--- config.mk ---
export PLATFORM = sky130hd
export DESIGN_NAME = mc_ctrl
export DESIGN_NICKNAME = d
export VERILOG_FILES = /design/src/rtl/mc_ctrl.sv
export SDC_FILE = /design/constraint.sdc
export NUM_CORES = 1
export LEC_CHECK = 0
export ABC_AREA = 0
export ABC_CLOCK_PERIOD_IN_PS = 4300
export CORE_UTILIZATION = 45
export DETAILED_ROUTE_END_ITERATION = 10
export PLACE_DENSITY = 0.74
export SKIP_LAST_GASP = 1
export SYNTH_ARGS = -nofsm -noshare
export SYNTH_HDL_FRONTEND = slang
export SYNTH_SLANG_ARGS = --single-unit
export TNS_END_PERCENT = 5
--- constraint.sdc ---
create_clock -name clk -period 4.3 [get_ports clk]
set_clock_uncertainty 0.1 [all_clocks]
set_input_delay 0.43 -clock clk [delete_from_list [all_inputs] [get_ports clk]]
set_output_delay 0.43 -clock clk [all_outputs]
set_load 0.05 [all_outputs]
--- src/rtl/mc_ctrl.sv ---
// Multi-cycle RV32I control FSM: fetch/decode/exec/mem/writeback sequencing
// with a sticky trap on undecodable instructions.
module mc_ctrl (
  input  logic       clk,
  input  logic       rst,
  input  logic [6:0] opcode,
  input  logic [2:0] funct3,
  input  logic       branch_taken,
  input  logic       mem_ready,
  output logic       mem_req,
  output logic       mem_is_instr,
  output logic       mem_we,
  output logic [1:0] mem_size,
  output logic       load_unsigned,
  output logic       ir_write,
  output logic       pc_write,
  output logic [1:0] pc_sel,
  output logic [1:0] alu_op,
  output logic       alu_src,
  output logic       reg_write,
  output logic [2:0] state,
  output logic       illegal
);
  typedef enum logic [2:0] {
    FETCH = 3'd0, DECODE = 3'd1, EXEC = 3'd2, MEM = 3'd3, WB = 3'd4, TRAP = 3'd5
  } state_t;

  localparam logic [6:0] OP_LUI    = 7'b0110111;
  localparam logic [6:0] OP_AUIPC  = 7'b0010111;
  localparam logic [6:0] OP_JAL    = 7'b1101111;
  localparam logic [6:0] OP_JALR   = 7'b1100111;
  localparam logic [6:0] OP_OPIMM  = 7'b0010011;
  localparam logic [6:0] OP_OP     = 7'b0110011;
  localparam logic [6:0] OP_LOAD   = 7'b0000011;
  localparam logic [6:0] OP_STORE  = 7'b0100011;
  localparam logic [6:0] OP_BRANCH = 7'b1100011;

  state_t     st;
  logic [6:0] op_q;
  logic [2:0] f3_q;

  function automatic logic is_legal(input logic [6:0] op, input logic [2:0] f3);
    case (op)
      OP_LUI, OP_AUIPC, OP_JAL, OP_OPIMM, OP_OP: is_legal = 1'b1;
      OP_JALR:   is_legal = (f3 == 3'b000);
      OP_LOAD:   is_legal = (f3 != 3'b011) && (f3 != 3'b110) && (f3 != 3'b111);
      OP_STORE:  is_legal = (f3[2] == 1'b0) && (f3[1:0] != 2'b11);
      OP_BRANCH: is_legal = (f3 != 3'b010) && (f3 != 3'b011);
      default:   is_legal = 1'b0;
    endcase
  endfunction

  always_ff @(posedge clk) begin
    if (rst) begin
      st      <= FETCH;
      op_q    <= '0;
      f3_q    <= '0;
      illegal <= 1'b0;
    end else begin
      case (st)
        FETCH:  if (mem_ready) st <= DECODE;
        DECODE: begin
          op_q <= opcode;
          f3_q <= funct3;
          if (is_legal(opcode, funct3)) st <= EXEC;
          else begin
            st      <= TRAP;
            illegal <= 1'b1;
          end
        end
        EXEC: begin
          if (op_q == OP_BRANCH)                         st <= FETCH;
          else if (op_q == OP_LOAD || op_q == OP_STORE)  st <= MEM;
          else                                           st <= WB;
        end
        MEM:     if (mem_ready) st <= (op_q == OP_STORE) ? FETCH : WB;
        WB:      st <= FETCH;
        TRAP:    st <= TRAP;
        default: st <= FETCH;
      endcase
    end
  end

  assign state = st;

  always_comb begin
    mem_req       = 1'b0;
    mem_is_instr  = 1'b0;
    mem_we        = 1'b0;
    mem_size      = 2'b00;
    load_unsigned = 1'b0;
    ir_write      = 1'b0;
    pc_write      = 1'b0;
    pc_sel        = 2'b00;
    alu_op        = 2'b00;
    alu_src       = 1'b0;
    reg_write     = 1'b0;
    if (st == DECODE || st == EXEC || st == MEM || st == WB) begin
      case (op_q)
        OP_LUI:             begin alu_op = 2'b00; alu_src = 1'b1; end
        OP_AUIPC, OP_JALR:  begin alu_op = 2'b10; alu_src = 1'b1; end
        OP_OPIMM:           begin alu_op = 2'b11; alu_src = 1'b1; end
        OP_OP:              begin alu_op = 2'b11; alu_src = 1'b0; end
        OP_LOAD, OP_STORE:  begin alu_op = 2'b10; alu_src = 1'b1; end
        OP_BRANCH:          begin alu_op = 2'b01; alu_src = 1'b0; end
        default:            begin alu_op = 2'b00; alu_src = 1'b0; end
      endcase
    end
    case (st)
      FETCH: begin
        mem_req      = 1'b1;
        mem_is_instr = 1'b1;
        mem_size     = 2'b10;
        ir_write     = mem_ready;
      end
      EXEC: if (op_q == OP_BRANCH) begin
        pc_write = 1'b1;
        pc_sel   = branch_taken ? 2'b01 : 2'b00;
      end
      MEM: begin
        mem_req       = 1'b1;
        mem_we        = (op_q == OP_STORE);
        mem_size      = f3_q[1:0];
        load_unsigned = f3_q[2];
        pc_write      = (op_q == OP_STORE) && mem_ready;
      end
      WB: begin
        reg_write = 1'b1;
        pc_write  = 1'b1;
        pc_sel    = (op_q == OP_JAL) ? 2'b01 : (op_q == OP_JALR) ? 2'b10 : 2'b00;
      end
      default: ;
    endcase
    // Reset overrides everything so a pending memory handshake cannot leak a strobe.
    if (rst) begin
      mem_req       = 1'b1;
      mem_is_instr  = 1'b1;
      mem_we        = 1'b0;
      mem_size      = 2'b10;
      load_unsigned = 1'b0;
      ir_write      = 1'b0;
      pc_write      = 1'b0;
      pc_sel        = 2'b00;
      alu_op        = 2'b00;
      alu_src       = 1'b0;
      reg_write     = 1'b0;
    end
  end
endmodule

; ---- Word level (Yosys, flattened, before mapping)
; Index checks and enable logic that the tools add are counted.
[op_classes]
n_bitwise = 2
n_reduce_logical = 18
n_eq_ne = 30
muxes = 39
[ops]
columns = cell, count
row1 = $eq A7 B6 Y1 const B, 6
row2 = $eq A7 B7 Y1 const B, 6
row3 = $eq A7 B5 Y1 const B, 4
row4 = $mux W1, 21
row5 = $mux W3, 6
row6 = $pmux W3 S5, 1
row7 = $eq A7 B2 Y1 const B, 2
row8 = $mux W2, 6
row9 = $pmux W2 S2, 2
row10 = $eq A3 B2 Y1 const B, 2
row11 = $eq A3 B3 Y1 const B, 2
row12 = $logic_not A3 Y1, 2
row13 = $ne A2 B2 Y1 const B, 3
row14 = $ne A3 B2 Y1 const B, 2
row15 = $ne A3 B3 Y1 const B, 2
row16 = $pmux W2 S3, 1
row17 = $reduce_or A6 Y1, 1
row18 = $logic_and A1 B1 Y1, 5
row19 = $pmux W1 S5, 1
row20 = $reduce_or A5 Y1, 1
row21 = $logic_or A1 B1 Y1, 4
row22 = $reduce_and A2 Y1, 2
row23 = $reduce_or A2 Y1, 2
row24 = $reduce_or A4 Y1, 1
row25 = other kinds (3), 4
[totals]
ff_bits = 14
in_bits = 14
out_inout_bits = 18
word_cells = 93

; ---- Longest topological paths before layout
[logic_depth]
depth_word = 8
depth_mapped = 6
mapped_depth_nobuf = 4

; ---- Worst setup path after synthesis
; Ideal clock, no wire load.
[synth_timing]
path_kind = register to output
from = register st[1], in the netlist state[1]
to = output alu_op[1]
stages_incl_launch_ff = 5
setup_slack_ns = 1.509
arrival_time_ns = 2.261
t_required_ns = 3.770
n_path_buf = 1
path_cell_list = dfxtp_1 -> buf_4 -> nor3_2 -> or4b_4 -> a21oi_1
[synth_between]
elab_chain_cells = 6
elab_cells_between_ends = 9
classes_between = eq/ne (4) / mux (2) / reduce/logical (3)
[synth_lines]
columns = item, line
row1 = start: declaration, 38  ; state_t st;
row2 = start signal: assignment, 76  ; MEM: if (mem_ready) st <= (op_q == OP_STORE) ? FETCH : WB;
row3 = $eq A3 B1 Y1 / $eq A3 B2 Y1 (equally long branches), 98  ; if (st == DECODE || st == EXEC || st == MEM || st == WB) begin
row4 = $logic_or A1 B1 Y1 (2 in a row), 98
row5 = $logic_or A1 B1 Y1 (*), 98
row6 = $mux W2 (*), 98
row7 = $mux W2 (*), 135  ; if (rst) begin
row8 = end: declaration, 18  ; output logic [1:0] alu_op,
; Mark *: on every way between the ends. The rest lies on a longest branch, timed or not.

; ---- Worst setup path in the final report
[layout_timing]
from = input rst
to = output alu_op[0]
[layout_between]
elab_chain_cells = 1
[layout_lines]
columns = item, line
row1 = start: declaration, 5  ; input logic rst,
row2 = $mux W2, 135
; No other way between the ends.

==> flow_metrics.py <==
metrics = {
    "worst_setup_path": {
        "startpoint": "rst",
        "r2r_start": "state[0]",
        "worstPathMaxFanout": 13,
        "crit_arrival_ps": 2720,
        "required_ps": 3770,
        "crit_type": "input port to output pin",
        "start_kind": "input port",
        "cp-end-kind": "output pin",
    },
    "synthesis": {
        "syn_nets": 151,
        "synth.distinct_cells": 49,
        "syn_inst": 137,
        "ys_top_cells_by_area": "dfxtp_1 (28%), nand2_1 (9.2%), a21oi_1 (7.9%)",
        "synth_commonest_cells": "nand2_1 (25), a21oi_1 (16), dfxtp_1 (14)",
        "ys_seq_elements": 14,
        "syn_area_mm2": 0.00101,
        "syn-mean-instance-area_um2": 7.41,
        "synth_top_area_frac": 0.276,
        "yosys_warnings": 0,
        "yosysTopAreaCell": "dfxtp_1",
        "synth_edf_count": 0,
        "async_reset_ff_frac": 0,
        "synth-main-ff-cell": "dfxtp_1",
        "yosysSeqAreaShare": 0.276,
        "yosysMostFrequentCell": "nand2_1",
    },
    "grt": {
        "grt_pass1_vias": 878,
        "antenna_found_initial": 0,
        "grtUsageTotal": 0.197,
        "grt_pass1_wl_um": 3820,
        "use_met2": 0.342,
        "grt-busiest-layer": "met2",
        "grt_max_degree": 20,
        "overflow": 0,
        "met3_usage": 0.0278,
        "grt_util_met1": 0.250,
    },
    "sta": {
        "min_period_over_period": 0.756,
        "hold_slack_ps": 358,
        "tns_ps": 0,
        "rsz0062_at_grt": "no",
        "fin_ws_ps": 1050,
        "hold_viol_final": 0,
        "worst_pin_slew_ps": 609,
        "fmax_mhz": 308,
        "drv_slew": 0,
        "setup_viol": 0,
        "period_needed_ps": 3250,
        "relSlewSlack": 0.593,
    },
    "pwr": {
        "finalPower_uw": 341,
        "ir_drop_mv": 0.204,
        "internal-power_uw": 230,
        "netSwitchingFraction": 0.324,
        "p_leak_nw": 0.520,
        "p_comb_frac": 0.279,
        "pwr-share-seq": 0.447,
        "power.density_mw_per_mm2": 253,
        "power_frac_clock": 0.275,
        "power.switching_uw": 111,
    },
    "clocking": {
        "clk_pin_slew_ps": 90,
        "clk-insertion-delay-late_ps": 280,
        "cts_setup_buffers": 0,
        "cts_root_buf": "clkbuf_4",
        "cts_buffer_depth": 2,
        "clock-sinks": 14,
        "cts_hold_buf": 0,
        "tritoncts": "done",
        "htree_levels": 1,
        "numCtsBuffers": 3,
        "cts_resized": 0,
    },
    "worst_hold_path": {
        "holdCritStartpoint": "f3_q[2]",
        "hp-class": "register to register",
    },
    "layout": {
        "drive_gt1_frac": 0.104,
        "fin_cells": 191,
        "diodes": 0,
        "fin_nets": 179,
        "area_delta_synth_final_pct": 32.9,
    },
    "floorplanning": {
        "die_area_mm2": 0.00245,
        "die_x_um": 49.5,
        "rows": 16,
        "fp.dieH_um": 49.5,
        "ios": 32,
        "core-area_mm2": 0.00204,
        "initial_core_util": 0.497,
    },
    "routing": {
        "drt_iter0_drc": 21,
        "vias_per_cell": 5.61,
        "drc": 0,
        "firstDrtPassIters": 4,
        "ant_nets": 0,
        "post_drt_wl_per_cell_um": 12.3,
        "num_vias": 1071,
        "routed_wl_um": 2360,
    },
    "placement": {
        "place_congestion": 0.841,
        "port-buffer-count": 31,
        "place_ws_ps": 1060,
        "dpl.hpwl_um": 1780,
        "dp.cells": 187,
    },
    "run": {
        "drv_cap": 0,
    },
    "status": {
        "status": "completed",
    },
}
-- kinds of logic (layout without fill, tap and decap cells) --
family          after synthesis  after routing  share of synthesized area
simple gates                 69             69                      0.393
buf+inv                      14             41                     0.0715
compound gates               40             40                      0.259
flops                        14             14                      0.276
-- critical path: stages --
cell             delay (ps)
clkdlybuf4s50_1         630
or4b_4                  650
nor3_2                  170
clkdlybuf4s50_1         830
-- power groups by stage --
stage               Sequential, mW  Clock [mW]  Combinational, mW
floorplan                    0.155           0             0.0621
global placement             0.155           0             0.0939
detailed placement           0.155           0             0.0948
CTS                          0.152      0.0962             0.0951
global route                 0.154       0.105              0.102
finish                       0.152      0.0937             0.0951
-- stage by stage --
stage / area (um^2) / utilization
after floorplan: 1010 / -
after global placement: 1310 / 0.643
after detailed placement: 1310 / 0.643
after CTS: 1350 / 0.661
after global routing: 1350 / 0.661
final: 1350 / 0.661
-- placed cells by master (no fill, tap or decap), types with 2 or more instances in the layout --
cell type and count:
nor3_2 3, nor2_1 11, o21bai_1 3, and3_1 4, inv_1 4, nand4_1 2
nand3b_1 3, a21oi_1 16, o21ai_0 6, nor3_1 2, clkbuf_4 3, nand2_1 25
clkdlybuf4s50_1 31, dfxtp_1 14, nand2b_1 3
-- layout make-up --
| cell class | instances | area (um^2) |
|---|---|---|
| clock buffers | 4 | 36.3 |
| fillers | 201 | 693 |
| inverters | 5 | 18.8 |
| multi-input cells | 109 | 662 |
| flip-flops and latches | 14 | 280 |
| well taps | 27 | 33.8 |
| repair buffers | 32 | 318 |
-- layer usage --
| metal | routed length [um] | up-vias |
|---|---|---|
| li1 | - | 550 |
| met1 | 1130 | 495 |
| met2 | 1140 | 24 |
| met3 | 77 | 2 |
| met4 | 9 | 0 |
| met5 | 0 | - |
-- path summary, 6_finish.rpt --
kind	endpoint	slack (ps)	cells past startpoint
worst max-delay path	alu_op[0]	1050	4
worst max register to register	illegal	2510	3
worst min register to register	f3_q[2]	360	2
worst min-delay path	f3_q[2]	360	2
-- registers in the layout, indices dropped and copies added (netlist names) --
register / cells
illegal: 1
f3_q: 3
state: 3
op_q: 7
Power figures use the tool's default switching activity.
